`src/rtl/sdram_arb_pkg.sv`:
```
// Shared types and constants for the two-requester SDRAM arbiter.
// Holds the state encoding, default watchdog/error values and bus widths.
package sdram_arb_pkg;

  localparam int ADDR_W = 22;
  localparam int DATA_W = 32;

  localparam int                TIMEOUT_DEF  = 255;
  localparam logic [DATA_W-1:0] ERR_DATA_DEF = 32'hffff_ffff;

  localparam logic [1:0] ST_IDLE  = 2'd0;
  localparam logic [1:0] ST_ISSUE = 2'd1;
  localparam logic [1:0] ST_WAIT  = 2'd2;
  localparam logic [1:0] ST_ACK   = 2'd3;

  typedef enum logic {
    GNT_A = 1'b0,
    GNT_B = 1'b1
  } grant_e;

  // Wait counter is at least 8 bits wide, wider if TIMEOUT needs it.
  function automatic int cnt_width(input int timeout);
    int w;
    w = $clog2(timeout + 1);
    return (w < 8) ? 8 : w;
  endfunction

endpackage

```
`src/rtl/sdram_arb_if.sv`:
```
// Requester A/B and SDRAM controller signals of the arbiter; slave is the arbiter side.
// The master modport is the environment that drives requests and answers commands.
interface sdram_arb_if;
  import sdram_arb_pkg::*;

  logic [ADDR_W-1:0] a_addr;
  logic [DATA_W-1:0] a_datain;
  logic              a_write;
  logic              a_req;
  logic              a_ack;
  logic [DATA_W-1:0] a_dataout;

  logic [ADDR_W-1:0] b_addr;
  logic              b_req;
  logic              b_ack;
  logic [DATA_W-1:0] b_dataout;

  logic [ADDR_W-1:0] sdram_addr;
  logic [DATA_W-1:0] sdram_data_out;
  logic              sdram_write;
  logic              sdram_req;
  logic              sdram_ready;
  logic              sdram_done;
  logic [DATA_W-1:0] sdram_data_in;
  logic              sdram_timeout;

  modport slave (
    input  a_addr, a_datain, a_write, a_req,
    output a_ack, a_dataout,
    input  b_addr, b_req,
    output b_ack, b_dataout,
    output sdram_addr, sdram_data_out, sdram_write, sdram_req, sdram_timeout,
    input  sdram_ready, sdram_done, sdram_data_in
  );

  modport master (
    output a_addr, a_datain, a_write, a_req,
    input  a_ack, a_dataout,
    output b_addr, b_req,
    input  b_ack, b_dataout,
    input  sdram_addr, sdram_data_out, sdram_write, sdram_req, sdram_timeout,
    output sdram_ready, sdram_done, sdram_data_in
  );

endinterface

```
`src/rtl/sdram_arb.sv`:
```
// Round-robin arbiter of requesters A (r/w) and B (read-only) onto one SDRAM port; req->sdram_req 1 cycle, ack 1 cycle after done.
// Stalls in IDLE while sdram_ready is low; a watchdog ends a WAIT with ERR_DATA if done never comes.
module sdram_arb
  import sdram_arb_pkg::*;
#(
  parameter int                TIMEOUT  = TIMEOUT_DEF,
  parameter logic [DATA_W-1:0] ERR_DATA = ERR_DATA_DEF
) (
  input logic        clk,
  input logic        reset,
  sdram_arb_if.slave bus
);

  localparam int               CNT_W    = cnt_width(TIMEOUT);
  localparam logic [CNT_W-1:0] CNT_LAST = CNT_W'(TIMEOUT - 1);

  logic [1:0]        state_q, state_d;
  grant_e            grant_q, grant_d;
  grant_e            last_q, last_d;
  logic              just_acked_q, just_acked_d;
  logic [ADDR_W-1:0] addr_q, addr_d;
  logic              write_q, write_d;
  logic [DATA_W-1:0] wdata_q, wdata_d;
  logic [DATA_W-1:0] a_dout_q, a_dout_d;
  logic [DATA_W-1:0] b_dout_q, b_dout_d;
  logic              timeout_q, timeout_d;
  logic [CNT_W-1:0]  cnt_q, cnt_d;

  logic   a_eff;
  logic   b_eff;
  grant_e win;

  always_comb begin
    state_d      = state_q;
    grant_d      = grant_q;
    last_d       = last_q;
    just_acked_d = 1'b0;
    addr_d       = addr_q;
    write_d      = write_q;
    wdata_d      = wdata_q;
    a_dout_d     = a_dout_q;
    b_dout_d     = b_dout_q;
    timeout_d    = timeout_q;
    cnt_d        = cnt_q;
    win          = GNT_A;

    // The requester just acked may still show req for one cycle; ignore it then.
    a_eff = bus.a_req & ~(just_acked_q & (grant_q == GNT_A));
    b_eff = bus.b_req & ~(just_acked_q & (grant_q == GNT_B));

    if (a_eff && b_eff) begin
      win = (last_q == GNT_B) ? GNT_A : GNT_B;
    end else if (b_eff) begin
      win = GNT_B;
    end

    case (state_q)
      ST_IDLE: begin
        if ((a_eff || b_eff) && bus.sdram_ready) begin
          grant_d = win;
          state_d = ST_ISSUE;
          if (win == GNT_A) begin
            addr_d  = bus.a_addr;
            write_d = bus.a_write;
            wdata_d = bus.a_datain;
          end else begin
            addr_d  = bus.b_addr;
            write_d = 1'b0;
            wdata_d = '0;
          end
        end
      end

      ST_ISSUE: begin
        cnt_d   = '0;
        state_d = ST_WAIT;
      end

      ST_WAIT: begin
        if (bus.sdram_done) begin
          state_d = ST_ACK;
          if (!write_q) begin
            if (grant_q == GNT_A) a_dout_d = bus.sdram_data_in;
            else                  b_dout_d = bus.sdram_data_in;
          end
        end else if (cnt_q == CNT_LAST) begin
          state_d   = ST_ACK;
          timeout_d = 1'b1;
          if (!write_q) begin
            if (grant_q == GNT_A) a_dout_d = ERR_DATA;
            else                  b_dout_d = ERR_DATA;
          end
        end else begin
          cnt_d = cnt_q + 1'b1;
        end
      end

      ST_ACK: begin
        last_d       = grant_q;
        just_acked_d = 1'b1;
        state_d      = ST_IDLE;
      end

      default: state_d = ST_IDLE;
    endcase
  end

  always_ff @(posedge clk) begin
    if (!reset) begin
      state_q      <= ST_IDLE;
      grant_q      <= GNT_A;
      last_q       <= GNT_B;
      just_acked_q <= 1'b0;
      addr_q       <= '0;
      write_q      <= 1'b0;
      wdata_q      <= '0;
      a_dout_q     <= '0;
      b_dout_q     <= '0;
      timeout_q    <= 1'b0;
      cnt_q        <= '0;
    end else begin
      state_q      <= state_d;
      grant_q      <= grant_d;
      last_q       <= last_d;
      just_acked_q <= just_acked_d;
      addr_q       <= addr_d;
      write_q      <= write_d;
      wdata_q      <= wdata_d;
      a_dout_q     <= a_dout_d;
      b_dout_q     <= b_dout_d;
      timeout_q    <= timeout_d;
      cnt_q        <= cnt_d;
    end
  end

  assign bus.sdram_req      = (state_q == ST_ISSUE);
  assign bus.sdram_addr     = addr_q;
  assign bus.sdram_write    = write_q;
  assign bus.sdram_data_out = wdata_q;
  assign bus.sdram_timeout  = timeout_q;
  assign bus.a_ack          = (state_q == ST_ACK) && (grant_q == GNT_A);
  assign bus.b_ack          = (state_q == ST_ACK) && (grant_q == GNT_B);
  assign bus.a_dataout      = a_dout_q;
  assign bus.b_dataout      = b_dout_q;

endmodule

```
`src/flat_wrapper.sv`:
```
// flat-port wrapper written by rule: the top's interface ports become plain ports
module sdram_arb_flat import sdram_arb_pkg::*;
#(
  parameter int                TIMEOUT  = TIMEOUT_DEF,
  parameter logic [DATA_W-1:0] ERR_DATA = ERR_DATA_DEF
)
  (clk, reset, bus_a_addr, bus_a_datain, bus_a_write, bus_a_req, bus_a_ack, bus_a_dataout, bus_b_addr, bus_b_req, bus_b_ack, bus_b_dataout, bus_sdram_addr, bus_sdram_data_out, bus_sdram_write, bus_sdram_req, bus_sdram_timeout, bus_sdram_ready, bus_sdram_done, bus_sdram_data_in);
  sdram_arb_if bus_i ();
  input logic clk;
  input logic reset;
  input wire logic [$bits(bus_i.a_addr)-1:0] bus_a_addr;
  input wire logic [$bits(bus_i.a_datain)-1:0] bus_a_datain;
  input wire logic [$bits(bus_i.a_write)-1:0] bus_a_write;
  input wire logic [$bits(bus_i.a_req)-1:0] bus_a_req;
  output wire logic [$bits(bus_i.a_ack)-1:0] bus_a_ack;
  output wire logic [$bits(bus_i.a_dataout)-1:0] bus_a_dataout;
  input wire logic [$bits(bus_i.b_addr)-1:0] bus_b_addr;
  input wire logic [$bits(bus_i.b_req)-1:0] bus_b_req;
  output wire logic [$bits(bus_i.b_ack)-1:0] bus_b_ack;
  output wire logic [$bits(bus_i.b_dataout)-1:0] bus_b_dataout;
  output wire logic [$bits(bus_i.sdram_addr)-1:0] bus_sdram_addr;
  output wire logic [$bits(bus_i.sdram_data_out)-1:0] bus_sdram_data_out;
  output wire logic [$bits(bus_i.sdram_write)-1:0] bus_sdram_write;
  output wire logic [$bits(bus_i.sdram_req)-1:0] bus_sdram_req;
  output wire logic [$bits(bus_i.sdram_timeout)-1:0] bus_sdram_timeout;
  input wire logic [$bits(bus_i.sdram_ready)-1:0] bus_sdram_ready;
  input wire logic [$bits(bus_i.sdram_done)-1:0] bus_sdram_done;
  input wire logic [$bits(bus_i.sdram_data_in)-1:0] bus_sdram_data_in;
  assign bus_i.a_addr = bus_a_addr;
  assign bus_i.a_datain = bus_a_datain;
  assign bus_i.a_write = bus_a_write;
  assign bus_i.a_req = bus_a_req;
  assign bus_a_ack = bus_i.a_ack;
  assign bus_a_dataout = bus_i.a_dataout;
  assign bus_i.b_addr = bus_b_addr;
  assign bus_i.b_req = bus_b_req;
  assign bus_b_ack = bus_i.b_ack;
  assign bus_b_dataout = bus_i.b_dataout;
  assign bus_sdram_addr = bus_i.sdram_addr;
  assign bus_sdram_data_out = bus_i.sdram_data_out;
  assign bus_sdram_write = bus_i.sdram_write;
  assign bus_sdram_req = bus_i.sdram_req;
  assign bus_sdram_timeout = bus_i.sdram_timeout;
  assign bus_i.sdram_ready = bus_sdram_ready;
  assign bus_i.sdram_done = bus_sdram_done;
  assign bus_i.sdram_data_in = bus_sdram_data_in;
  sdram_arb #(.TIMEOUT(TIMEOUT), .ERR_DATA(ERR_DATA)) u_core (.clk(clk), .reset(reset), .bus(bus_i));
endmodule
```
`config.mk`:
```
export PLATFORM = sky130hd
export DESIGN_NAME = sdram_arb_flat
export DESIGN_NICKNAME = d
export VERILOG_FILES = /design/src/rtl/sdram_arb_pkg.sv /design/src/rtl/sdram_arb_if.sv /design/src/rtl/sdram_arb.sv /design/src/flat_wrapper.sv
export SDC_FILE = /design/constraint.sdc
export NUM_CORES = 1
export LEC_CHECK = 0
export ABC_AREA = 1
export CAP_MARGIN = 20
export CORE_ASPECT_RATIO = 0.7
export CORE_UTILIZATION = 35
export DETAILED_ROUTE_END_ITERATION = 16
export PLACE_DENSITY = 0.71
export SETUP_SLACK_MARGIN = 0.2
export SLEW_MARGIN = 20
export SYNTH_ARGS = -nofsm -noshare
export SYNTH_HDL_FRONTEND = slang
export SYNTH_SLANG_ARGS = --single-unit
```
`constraint.sdc`:
```
create_clock -name clk -period 1.7 [get_ports clk]
set_clock_uncertainty 0.05 [all_clocks]
set_input_delay 0.17 -clock clk [delete_from_list [all_inputs] [get_ports clk]]
set_output_delay 0.17 -clock clk [all_outputs]
set_load 0.01 [all_outputs]
```
Word level (Yosys, flattened, before mapping)
Index checks and enable logic that the tools add are counted.
Widths: inputs -> output; s select.
Cells by class
  $add $sub $neg: 1
  eq/ne operators: 8
  multiplexer cells: 26
  bitwise logic cells: 9
  reductions and logical operators: 14
Operator list (number)
  $mux 32: 13
  $mux 22: 1
  $mux 8: 2
  $pmux 8 s2: 1
  $add 8x1->8 const B: 1
  $eq 8x8->1 const B: 1
  $pmux 2 s4: 1
  $reduce_and 4->1: 2
  $mux 2: 3
  $reduce_and 3->1: 2
  $mux 1: 5
  $not 1->1: 5
  $and 1x1->1: 4
  $eq 2x2->1 const B: 2
  $logic_and 1x1->1: 4
  $ne 2x2->1 const B: 2
  $reduce_and 2->1: 2
  $reduce_bool 2->1: 2
  $ne 3x2->1 const B: 1
  $eq 2x1->1 const B: 1
  $logic_not 2->1: 1
  $ne 2x1->1 const B: 1
  $logic_or 1x1->1: 1
Storage, ports and cells
  bits in registers: 133
  logic and storage cells: 69

Depth between registers and ports, before layout
  depth in word-level cells: 8
  gate-level depth with buffers: 11

Least setup slack after synthesis
Ideal clock, no wire load.
  path kind: reg-to-reg
  start point: register u_core.state_q[0]
  end point: register u_core.cnt_q[3]
  library setup time: 0.117 ns
  arrival: 1.401 ns
  slack: 0.132 ns
  cell stages (with the launch flop): 11
  clock period less this slack: 1.568 ns
  path through: dfxtp_1 inv_1 ha_1 buf_4 inv_1 nor2_1 nand2_2 nand2_1 buf_2 a21oi_1 nor2_1
Between the ends
  longest elaborated chain between the ends: 3
  elaborated cells on any way between the ends: 7
RTL lines
  from (decl): RTL line sdram_arb.sv:17  | logic [1:0] state_q, state_d;
  from (signal assigned): RTL line sdram_arb.sv:122  | state_q <= state_d;
  $eq 2x2->1 or $eq 2x1->1 (tied branches): RTL line sdram_arb.sv:57  | case (state_q)
  $ne 2x2->1 (no source line) or $reduce_bool 2->1 (tied branches)
  $reduce_and 3->1 (no source line)
  to (signal assigned): RTL line sdram_arb.sv:132  | cnt_q <= cnt_d;
  to (decl): RTL line sdram_arb.sv:27  | logic [CNT_W-1:0] cnt_q, cnt_d;
Parallel ways exist; a longest one is shown, timed or not.
A chain may end at the register's enable or synchronous reset.

Worst setup path after layout
  start point: register u_core.cnt_q[0]
  end point: register u_core.b_dout_q[14], in the netlist u_core.bus.b_dataout[14]
Between the ends
  longest elaborated chain between the ends: 3
RTL lines
  $eq 8x8->1: RTL line sdram_arb.sv:86  | end else if (cnt_q == CNT_LAST) begin
  $reduce_bool 2->1 (no source line)
  $reduce_and 4->1 (no source line)
  to (signal assigned): RTL line sdram_arb.sv:130  | b_dout_q <= b_dout_d;
  to (decl): RTL line sdram_arb.sv:25  | logic [DATA_W-1:0] b_dout_q, b_dout_d;
No other way between the ends.

==> out/results.ini <==
[layout]
multiInputGateArea_um2 = 2710
fillers = 1496
nets = 1152
area.growth.synth_to_final_pct = 63.8
final_common_cell = nand2_1
utilization_pct = 58.5
drive_above_1_share_pct = 15.6
ff_latch_area_um2 = 2680
final_cell_mix = nand2_1 (189), dfxtp_1 (126), a21oi_1 (125)

[global_route]
grt_util_all_layers_pct = 21.9
grt_overflow = 0
antenna_found_initial = 0
grt_pass1_wl_um = 29500
grt_pass1_vias = 5741
grt_max_degree = 66

[critical_path]
r2r-end = u_core.bus.b_dataout[14]
critPathKind = register to register
cp.arrival_ns = 1.84
rr_worst_depth = 10
startpoint_type = register
critPathMaxFanout = 14
r2r_setup_slack_ns = 0.15
cp_data_required_time_ns = 1.98
r2r-start = u_core.cnt_q[0]
endpoint_kind = register

[routing]
drtIter0Drc = 508
vias = 6309
wl_um = 20700
viasPerCell = 4.97
first_pass_iters = 5
drc = 0
wl_per_cell_um = 16.3
ant_nets = 0

[sta]
period_needed_ns = 1.55
setup_viol = 0
rsz0062_at_grt = yes
whs_ns = 0.282
max_freq_mhz = 644
hold_viol = 0
worst-slew-pin-transition_ns = 0.378
min_period_over_period_pct = 91.3
fin_setup_tns_ns = 0
maxSlewHeadroom_pct = 74.8
slew_violations = 0

[synthesis]
synth_nets = 907
netlist_area_um2 = 5820
ys_types = 24
ys_ff_latch = 133
seq_area_frac_synth_pct = 45.7
ys_warn_count = 0
synth_area_per_cell_um2 = 7.42
netlist_instances = 785

[clocking]
clock_sinks = 133
cts_tree = yes
cts.clk_slew.worst_paths_ns = 0.06
root_buffer = clkbuf_16
cts_buffer_depth = 2
cts_hold_buf = 0
cts_max_level = 4
clock_latency_ns = 0.41
cts_buffers = 17

[min_path]
hp-start = bus_a_datain[12]
hold_depth = 3
hp-class = input port to register
hold-path-endpoint = u_core.bus.sdram_data_out[12]

[power_and_ir_drop]
p_per_area_nw_per_um2 = 1180
ir_worst_vdd_mv = 0.610
power_leakage_nw = 4.24

[die]
die_area_um2 = 17200
design.core.area_um2 = 16300
die_x_um = 156
rows = 39
io_pins = 238
die_h_um = 110
start_util_pct = 35.7

[run]
maxCapViolations = 0

[place]
gp_congestion = 0.817
place.port_buffers = 237
hpwl_um = 12200

[status]
outcome = complete, no violations

==> cell usage after synthesis <==
master	instances	area [um2]
nand2_1	196	736
dfxtp_1	133	2660
a21oi_1	129	646
nand3_1	67	335
inv_1	66	248
nand4_1	64	400
or2_2	33	206
clkbuf_1	25	93.8
buf_2	17	85.1
buf_4	12	90.1
nor2_1	12	45.0
buf_6	8	90.1
ha_1	7	87.6
nand2_2	4	25.0
nor2_2	2	12.5
nor3_1	2	10.0
buf_1	1	3.75
clkinv_2	1	5.00
inv_2	1	3.75
nand3_2	1	10.0
nand3b_1	1	7.51
o211ai_1	1	7.51
o21a_1	1	7.51
o21ai_0	1	5.00
==> critical path, stage by stage, from the launching register on <==
cell	delay (ns)
dfxtp_2	0.33
inv_2	0.07
ha_4	0.13
inv_2	0.04
nor2_4	0.07
nand2_2	0.07
nand2_4	0.12
buf_12	0.15
buf_16	0.14
nand4_1	0.10
a21oi_1	0.20
==> power by group <==
part | internal (mW) | total, mW | switching [mW]
sequential | 3.56 | 3.83 | 0.264
combinational | 1.62 | 3.56 | 1.93
clock | 2.46 | 3.90 | 1.43
==> per-stage QoR <==
| stage | setup slack (ns) | total power, mW | instances | instance area (um2) |
|---|---|---|---|---|
| finish | 0.147 | 11.3 | 1269 | 9540 |
| global placement | 0.0793 | 7.10 | 1216 | 8490 |
| CTS | 0.0740 | 10.9 | 1254 | 9110 |
| floorplan | 0.215 | 5.53 | 785 | 5830 |
| detailed placement | 0.00528 | 7.13 | 1216 | 8490 |
| global route | 0.0840 | 11.8 | 1268 | 9540 |
==> layout make-up <==
cell class	count	share of cell area (%)
Clock inverter	12	1.88
Clock buffer	20	4.58
Inverter	68	2.83
Multi-Input combinational cell	521	28.4
Tap cell	225	2.95
Timing Repair Buffer	289	31.2
Sequential cell	133	28.1
Antenna cell	1	0.0262
==> cells by family after synthesis <==
logic type / synth area share [%]
adders and majority gates: 1.50
AOI/OAI and AO/OA: 11.4
buffers and inverters: 10.6
DFF: 45.7
and+or+nand+nor: 30.7
==> worst max path at each step <==
stage	from	to
after floorplan	u_core.state_q[0]	u_core.cnt_q[3]
after global placement	bus_sdram_done	u_core.bus.a_dataout[17]
after detailed placement	u_core.state_q[0]	u_core.cnt_q[4]
after CTS	u_core.state_q[1]	bus_a_ack
after global routing	u_core.cnt_q[0]	u_core.bus.b_dataout[31]
final	u_core.cnt_q[0]	u_core.bus.b_dataout[14]
==> flip-flops by register name, indices dropped and copies added (netlist names) <==
signal / flops
u_core.bus.a_dataout: 32
u_core.bus.b_dataout: 32
u_core.bus.sdram_addr: 22
u_core.bus.sdram_data_out: 32
u_core.bus.sdram_timeout: 1
u_core.bus.sdram_write: 1
u_core.cnt_q: 8
u_core.grant_q: 1
u_core.just_acked_q: 1
u_core.last_q: 1
u_core.state_q: 2
==> routing by layer <==
layer / track usage [%] / part of all wire [%]
met2: 34.2 / 44
met5: 0 / 0
met3: 5.95 / 8.6
met4: 6.44 / 1.2
met1: 29.5 / 46
==> timing repair <==
item                       CTS  global route
pin swaps                    1            39
gates resized for setup    138            57
setup endpoints to repair  202           132
cloned                       3             9
setup buffers                3             5
Note: power is estimated with default switching activity, not from simulation.
